**src/rtl/rob_commit_if.sv**
```systemverilog
// ROB head / retirement bundle between the reorder buffer side and rob_commit.
// Latency: none; wires only.
// Backpressure: none; rob_commit pops the head with o_rob_dequeue when it retires it.
//
// Port summary (named from the rob_commit point of view):
//   i_rob_empty, i_rob_head_*      : ROB head state presented to the retire stage
//   o_rob_dequeue                  : pop ROB head this cycle
//   o_free_list_enqueue/_wdata     : physical register returned to the free list
//   o_rrat_map                     : committed mappings, entry i at [i*PR_WIDTH +: PR_WIDTH]
//   o_flush/_pc, o_updated_order   : one-cycle redirect after a mispredicted retire
interface rob_commit_if #(
   parameter int AR_WIDTH = 5,
   parameter int PR_WIDTH = 6,
   parameter int NUM_AR   = 32
);
   logic                       i_rob_empty;
   logic                       i_rob_head_done;
   logic [AR_WIDTH-1:0]        i_rob_head_rd;
   logic [PR_WIDTH-1:0]        i_rob_head_pd;
   logic [63:0]                i_rob_head_order;
   logic                       i_rob_head_mispredict;
   logic [31:0]                i_rob_head_actual_pc;
   logic                       o_rob_dequeue;
   logic                       o_free_list_enqueue;
   logic [PR_WIDTH-1:0]        o_free_list_wdata;
   logic [NUM_AR*PR_WIDTH-1:0] o_rrat_map;
   logic                       o_flush;
   logic [31:0]                o_flush_pc;
   logic [63:0]                o_updated_order;

   // ROB / environment side
   modport master (
      output i_rob_empty, i_rob_head_done, i_rob_head_rd, i_rob_head_pd,
             i_rob_head_order, i_rob_head_mispredict, i_rob_head_actual_pc,
      input  o_rob_dequeue, o_free_list_enqueue, o_free_list_wdata, o_rrat_map,
             o_flush, o_flush_pc, o_updated_order
   );

   // Retire stage side
   modport slave (
      input  i_rob_empty, i_rob_head_done, i_rob_head_rd, i_rob_head_pd,
             i_rob_head_order, i_rob_head_mispredict, i_rob_head_actual_pc,
      output o_rob_dequeue, o_free_list_enqueue, o_free_list_wdata, o_rrat_map,
             o_flush, o_flush_pc, o_updated_order
   );
endinterface

```
**src/rtl/rob_commit.sv**
```systemverilog
// In-order retirement of the ROB head: updates the RRAT, frees the superseded preg, flushes on mispredict.
// Latency: dequeue/free same cycle as head done; RRAT visible next cycle; flush 1 cycle after retire.
// Backpressure: stalls while the ROB is empty or the head is not done; no retire in the FLUSH/DRAIN cycles.
//
// Ports: i_clk, i_rst (synchronous, active-high), bus (rob_commit_if.slave, see interface header).
// Optional: define ROB_COMMIT_PERF_EN to add o_perf_commit_count[63:0] and o_perf_flush_count[31:0].
module rob_commit #(
   parameter int AR_WIDTH = 5,
   parameter int PR_WIDTH = 6,
   parameter int NUM_AR   = 32
) (
   input  logic          i_clk,
   input  logic          i_rst,
   rob_commit_if.slave   bus
`ifdef ROB_COMMIT_PERF_EN
   ,
   output logic [63:0]   o_perf_commit_count,
   output logic [31:0]   o_perf_flush_count
`endif
);

   typedef enum logic [1:0] {
      ST_COMMIT = 2'd0,
      ST_FLUSH  = 2'd1,
      ST_DRAIN  = 2'd2
   } state_t;

   state_t              r_state;
   state_t              w_state_nxt;
   logic                w_retire;
   logic                w_free;
   logic                w_take_flush;

   logic [PR_WIDTH-1:0] r_rrat [NUM_AR];
   logic                r_flush;
   logic [31:0]         r_flush_pc;
   logic [63:0]         r_updated_order;

   // Next state and retire strobes. The strobes are gated by i_rst so nothing
   // leaves the block during a reset cycle even with a done head presented.
   always_comb begin
      w_state_nxt  = r_state;
      w_retire     = 1'b0;
      w_free       = 1'b0;
      w_take_flush = 1'b0;
      case (r_state)
         ST_COMMIT: begin
            w_retire = !i_rst && !bus.i_rob_empty && bus.i_rob_head_done;
            // rd == 0 (stores, plain branches) has no destination to free
            w_free   = w_retire && (bus.i_rob_head_rd != '0);
            if (w_retire && bus.i_rob_head_mispredict) begin
               w_take_flush = 1'b1;
               w_state_nxt  = ST_FLUSH;
            end
         end
         ST_FLUSH: w_state_nxt = ST_DRAIN;
         // DRAIN ignores the head: it may still show stale pre-flush entries
         ST_DRAIN: w_state_nxt = ST_COMMIT;
         default:  w_state_nxt = ST_COMMIT;
      endcase
   end

   always_ff @(posedge i_clk) begin
      if (i_rst) begin
         r_state <= ST_COMMIT;
      end else begin
         r_state <= w_state_nxt;
      end
   end

   // RRAT plus the registered flush outputs. The mispredicted instruction's own
   // mapping lands in the same edge that raises flush, so the RAT copy during
   // the flush cycle already includes it.
   always_ff @(posedge i_clk) begin
      if (i_rst) begin
         for (int i = 0; i < NUM_AR; i++) begin
            r_rrat[i] <= PR_WIDTH'(i);
         end
         r_flush         <= 1'b0;
         r_flush_pc      <= '0;
         r_updated_order <= '0;
      end else begin
         if (w_free) begin
            r_rrat[bus.i_rob_head_rd] <= bus.i_rob_head_pd;
         end
         r_flush <= w_take_flush;
         // redirect target and order hold their last values outside FLUSH
         if (w_take_flush) begin
            r_flush_pc      <= bus.i_rob_head_actual_pc;
            r_updated_order <= bus.i_rob_head_order;
         end
      end
   end

`ifdef ROB_COMMIT_PERF_EN
   logic [63:0] r_perf_commit_count;
   logic [31:0] r_perf_flush_count;

   // Both counters wrap naturally on overflow
   always_ff @(posedge i_clk) begin
      if (i_rst) begin
         r_perf_commit_count <= '0;
         r_perf_flush_count  <= '0;
      end else begin
         if (w_retire) begin
            r_perf_commit_count <= r_perf_commit_count + 64'd1;
         end
         if (w_take_flush) begin
            r_perf_flush_count <= r_perf_flush_count + 32'd1;
         end
      end
   end

   assign o_perf_commit_count = r_perf_commit_count;
   assign o_perf_flush_count  = r_perf_flush_count;
`endif

   generate
      for (genvar g = 0; g < NUM_AR; g++) begin : g_rrat_map
         assign bus.o_rrat_map[g*PR_WIDTH +: PR_WIDTH] = r_rrat[g];
      end
   endgenerate

   assign bus.o_rob_dequeue       = w_retire;
   assign bus.o_free_list_enqueue = w_free;
   // old mapping, read before this cycle's update
   assign bus.o_free_list_wdata   = r_rrat[bus.i_rob_head_rd];
   assign bus.o_flush             = r_flush;
   assign bus.o_flush_pc          = r_flush_pc;
   assign bus.o_updated_order     = r_updated_order;

endmodule
```
**src/flat_wrapper.sv**
```systemverilog
// flat-port wrapper written by rule: the top's interface ports become plain ports
module rob_commit_flat 
#(
   parameter int AR_WIDTH = 5,
   parameter int PR_WIDTH = 6,
   parameter int NUM_AR   = 32
)
  (i_clk, i_rst, bus_i_rob_empty, bus_i_rob_head_done, bus_i_rob_head_rd, bus_i_rob_head_pd, bus_i_rob_head_order, bus_i_rob_head_mispredict, bus_i_rob_head_actual_pc, bus_o_rob_dequeue, bus_o_free_list_enqueue, bus_o_free_list_wdata, bus_o_rrat_map, bus_o_flush, bus_o_flush_pc, bus_o_updated_order);
  rob_commit_if #(.AR_WIDTH(AR_WIDTH), .PR_WIDTH(PR_WIDTH), .NUM_AR(NUM_AR)) bus_i ();
  input  logic i_clk;
  input  logic i_rst;
  input wire logic [$bits(bus_i.i_rob_empty)-1:0] bus_i_rob_empty;
  input wire logic [$bits(bus_i.i_rob_head_done)-1:0] bus_i_rob_head_done;
  input wire logic [$bits(bus_i.i_rob_head_rd)-1:0] bus_i_rob_head_rd;
  input wire logic [$bits(bus_i.i_rob_head_pd)-1:0] bus_i_rob_head_pd;
  input wire logic [$bits(bus_i.i_rob_head_order)-1:0] bus_i_rob_head_order;
  input wire logic [$bits(bus_i.i_rob_head_mispredict)-1:0] bus_i_rob_head_mispredict;
  input wire logic [$bits(bus_i.i_rob_head_actual_pc)-1:0] bus_i_rob_head_actual_pc;
  output wire logic [$bits(bus_i.o_rob_dequeue)-1:0] bus_o_rob_dequeue;
  output wire logic [$bits(bus_i.o_free_list_enqueue)-1:0] bus_o_free_list_enqueue;
  output wire logic [$bits(bus_i.o_free_list_wdata)-1:0] bus_o_free_list_wdata;
  output wire logic [$bits(bus_i.o_rrat_map)-1:0] bus_o_rrat_map;
  output wire logic [$bits(bus_i.o_flush)-1:0] bus_o_flush;
  output wire logic [$bits(bus_i.o_flush_pc)-1:0] bus_o_flush_pc;
  output wire logic [$bits(bus_i.o_updated_order)-1:0] bus_o_updated_order;
  assign bus_i.i_rob_empty = bus_i_rob_empty;
  assign bus_i.i_rob_head_done = bus_i_rob_head_done;
  assign bus_i.i_rob_head_rd = bus_i_rob_head_rd;
  assign bus_i.i_rob_head_pd = bus_i_rob_head_pd;
  assign bus_i.i_rob_head_order = bus_i_rob_head_order;
  assign bus_i.i_rob_head_mispredict = bus_i_rob_head_mispredict;
  assign bus_i.i_rob_head_actual_pc = bus_i_rob_head_actual_pc;
  assign bus_o_rob_dequeue = bus_i.o_rob_dequeue;
  assign bus_o_free_list_enqueue = bus_i.o_free_list_enqueue;
  assign bus_o_free_list_wdata = bus_i.o_free_list_wdata;
  assign bus_o_rrat_map = bus_i.o_rrat_map;
  assign bus_o_flush = bus_i.o_flush;
  assign bus_o_flush_pc = bus_i.o_flush_pc;
  assign bus_o_updated_order = bus_i.o_updated_order;
  rob_commit #(.AR_WIDTH(AR_WIDTH), .PR_WIDTH(PR_WIDTH), .NUM_AR(NUM_AR)) u_core (.i_clk(i_clk), .i_rst(i_rst), .bus(bus_i));
endmodule
```
**config.mk**
```make
export PLATFORM = sky130hd
export DESIGN_NAME = rob_commit_flat
export DESIGN_NICKNAME = d
export VERILOG_FILES = /design/src/rtl/rob_commit_if.sv /design/src/rtl/rob_commit.sv /design/src/flat_wrapper.sv
export SDC_FILE = /design/constraint.sdc
export NUM_CORES = 1
export LEC_CHECK = 0
export CORE_ASPECT_RATIO = 1.5
export CORE_MARGIN = 1.5
export CORE_UTILIZATION = 50
export DETAILED_ROUTE_END_ITERATION = 16
export PLACE_DENSITY = 0.94
export SETUP_SLACK_MARGIN = 0.2
export SLEW_MARGIN = 20
export SYNTH_ARGS = -nofsm -noshare
export SYNTH_HDL_FRONTEND = slang
export SYNTH_SLANG_ARGS = --single-unit
```
**constraint.sdc**
```tcl
create_clock -name i_clk -period 8.1 [get_ports i_clk]
set_clock_uncertainty 0.15 [all_clocks]
set_input_delay 2.025 -clock i_clk [delete_from_list [all_inputs] [get_ports i_clk]]
set_output_delay 2.025 -clock i_clk [all_outputs]
set_load 0.02 [all_outputs]
```
==> flow_summary.json <==
{
  "status": "complete, no violations",
  "fillers": 1595,
  "ff2ff_path_depth": 4,
  "num_rows": 70,
  "vias_per_cell": 5.76,
  "worstPathArrival_ps": 4970,
  "synthTopCellsByCount": "200 x nand2_1, 192 x edfxtp_1, 107 x and2_1, 99 x dfxtp_1",
  "regArea_sq_um": 7750,
  "worst_path_largest_cell_delay_ps": 780,
  "rsz0062_at_grt": "no",
  "clockRootBuffer": "clkbuf_16",
  "ir_worst_vdd_v": 0.000198,
  "power_density_nw_per_um2": 185,
  "stdcell_area_sq_um": 17600,
  "fin_crit_ps": 7150,
  "first_pass_iters": 5,
  "p_leak_nw": 6.21,
  "worstSetupPathType": "input port to output pin",
  "grt_max_degree": 99,
  "hold_viol_final": 0,
  "max_cap_viol_count": 0,
  "setup_slack_ps": 955,
  "whs_ps": 303,
  "synth_top_area_share": 0.463,
  "clock-sinks": 291,
  "core_sq_um": 24400,
  "yosys_most_used_dff": "edfxtp_1",
  "fin_util": 0.722,
  "antenna_found_initial": 1,
  "hold_class": "flop to flop",
  "cts_buffer_depth": 3,
  "cts_max_level": 1,
  "overflow": 0,
  "final_cells": 1832,
  "die_w_um": 132,
  "dp.cells": 1782,
  "chipHeight_um": 196,
  "syn_area_sq_um": 12500,
  "yosys_warnings": 0,
  "io_buffers": 408,
  "clk_pin_slew_ps": 60,
  "p_total_mw": 3.27,
  "synth.area.top_cells": "edfxtp_1 46%, dfxtp_1 16%, mux2i_1 7.7%, nand2_1 6.0%, and2_1 5.4%",
  "end_kind": "output pin",
  "grt_pass1_vias": 10600,
  "numCtsBuffers": 26,
  "post-cts-setup-buffers": 0,
  "multi_input_area_sq_um": 4370,
  "yosysSeqAreaShare": 0.622,
  "synth-edff-count": 192,
  "ys_ff_latch": 291,
  "clock_latency_ps": 540,
  "setup_viol": 0,
  "vias": 10500,
  "path_common_cell": "buf_4",
  "yosysMostFrequentCell": "nand2_1",
  "dieArea_sq_um": 25900,
  "start_kind": "input port",
  "grt_usage": 0.340,
  "dp_slack_ps": 935,
  "layout-drive-gt1-share": 0.0690,
  "ctsResizeCount": 0,
  "synthToLayoutAreaGrowth_pct": 41.6,
  "relSlewSlack": 0.268,
  "crit_chain": "buf_4 -> buf_12 -> buf_4 -> mux2i_1 -> o22ai_1 -> nor4_1 -> nand2_1 -> clkdlybuf4s50_1",
  "cp_slowest_cell": "buf_4",
  "synth.avg_cell_area_sq_um": 11.1,
  "tightestPinTransition_ps": 1090,
  "drc": 0,
  "grt_pass1_wl_mm": 65.6,
  "ctsHoldBuffers": 0,
  "fmax_mhz": 140,
  "routed_wl_mm": 45.0,
  "hold_depth": 2,
  "async_flop_share": 0,
  "cp_max_fo": 62,
  "placed_cell_area_sq_um": 16800,
  "finalCritPeriodShare": 0.882,
  "nets": 1599,
  "io_pins": 409,
  "first_iter_violations": 1019,
  "synthCells": 1120,
  "place_congestion": 0.961,
  "wl_per_cell_um": 24.6,
  "setup_tns_ps": 0,
  "synth.distinct_cells": 29,
  "start_util": 0.510,
  "final_max_slew_viol_count": 0,
  "antenna_left": 0,
  "cts_tree": "built",
  "crit_required_ps": 5930,
  "synth_top_area_cell": "edfxtp_1",
  "dp_hpwl_mm": 33.4
}
cells by family (layout without fill, tap and decap cells):
logic type             Yosys count  in the layout  synth area share
and+or+nand+nor                492            492             0.207
DFF                            291            291             0.622
AOI/OAI and AO/OA              145            145            0.0634
muxes                           96             96            0.0772
buffers and inverters           95            477            0.0296
other                            1              7          0.000301
layer usage:
metal  vias to the layer above  track usage  part of all wire  routed length [um]
met3                       155       0.0806             0.094                4250
met1                      5045        0.342              0.31               14100
met5                         -            0                 0                   0
met4                         0        0.190             0.068                3080
li1                       4674            -                 -                   -
met2                       674        0.640              0.52               23600
critical path, delay by kind of cell:
family                 cells  cell delay [ps]
muxes                      1              210
buffers and inverters      4             1940
and+or+nand+nor            2              680
AOI/OAI and AO/OA          1              100
final cells by class:
class	count	area share
diodes	1	0.000142
clock buffers	32	0.0405
clock inverters	16	0.00845
inverters	2	0.000426
multi-input cells	739	0.248
flip-flops and latches	291	0.439
well taps	324	0.0230
repair buffers	427	0.240
report_power, final:
part	leakage, nW	switching, mW	internal (mW)	total (mW)
registers	2.67	0.0302	1.62	1.65
logic	3.12	0.208	0.165	0.373
clock network	0.416	0.556	0.693	1.25
placed cells by master, fill, tap and decap left out, types with 5 or more instances in the layout:
| master | count |
|---|---|
| a21oi_1 | 96 |
| clkinv_2 | 5 |
| mux2i_1 | 96 |
| nor2_1 | 29 |
| nand4bb_1 | 6 |
| conb_1 | 6 |
| o22ai_1 | 48 |
| nor4_1 | 12 |
| nand2b_1 | 12 |
| or2_2 | 31 |
| nand2_1 | 200 |
| edfxtp_1 | 192 |
| nand4b_1 | 6 |
| dfxtp_1 | 99 |
| buf_4 | 19 |
| or3_1 | 69 |
| clkbuf_16 | 26 |
| and2_1 | 107 |
| clkdlybuf4s50_1 | 406 |
state kept, by name, summed over array words and instances, names as in the netlist:
signal                      cells
u_core.bus.o_flush              1
u_core.bus.o_flush_pc          32
u_core.bus.o_updated_order     64
u_core.r_rrat                 192
u_core.r_state                  2
final timing paths:
path,slack [ps],startpoint,to
min reg2reg,300,u_core.bus.o_updated_order[21]$_SDFFE_PP0P_,u_core.bus.o_updated_order[21]$_SDFFE_PP0P_
min,300,u_core.bus.o_updated_order[21]$_SDFFE_PP0P_,u_core.bus.o_updated_order[21]$_SDFFE_PP0P_
max reg2reg,4400,u_core.r_state[1]$_SDFFE_PP0P_,u_core.r_rrat[24][4]$_SDFFCE_PN1P_
max,950,bus_i_rob_head_rd[1],bus_o_free_list_wdata[3]
No activity file was read; power rests on OpenSTA's default activity.
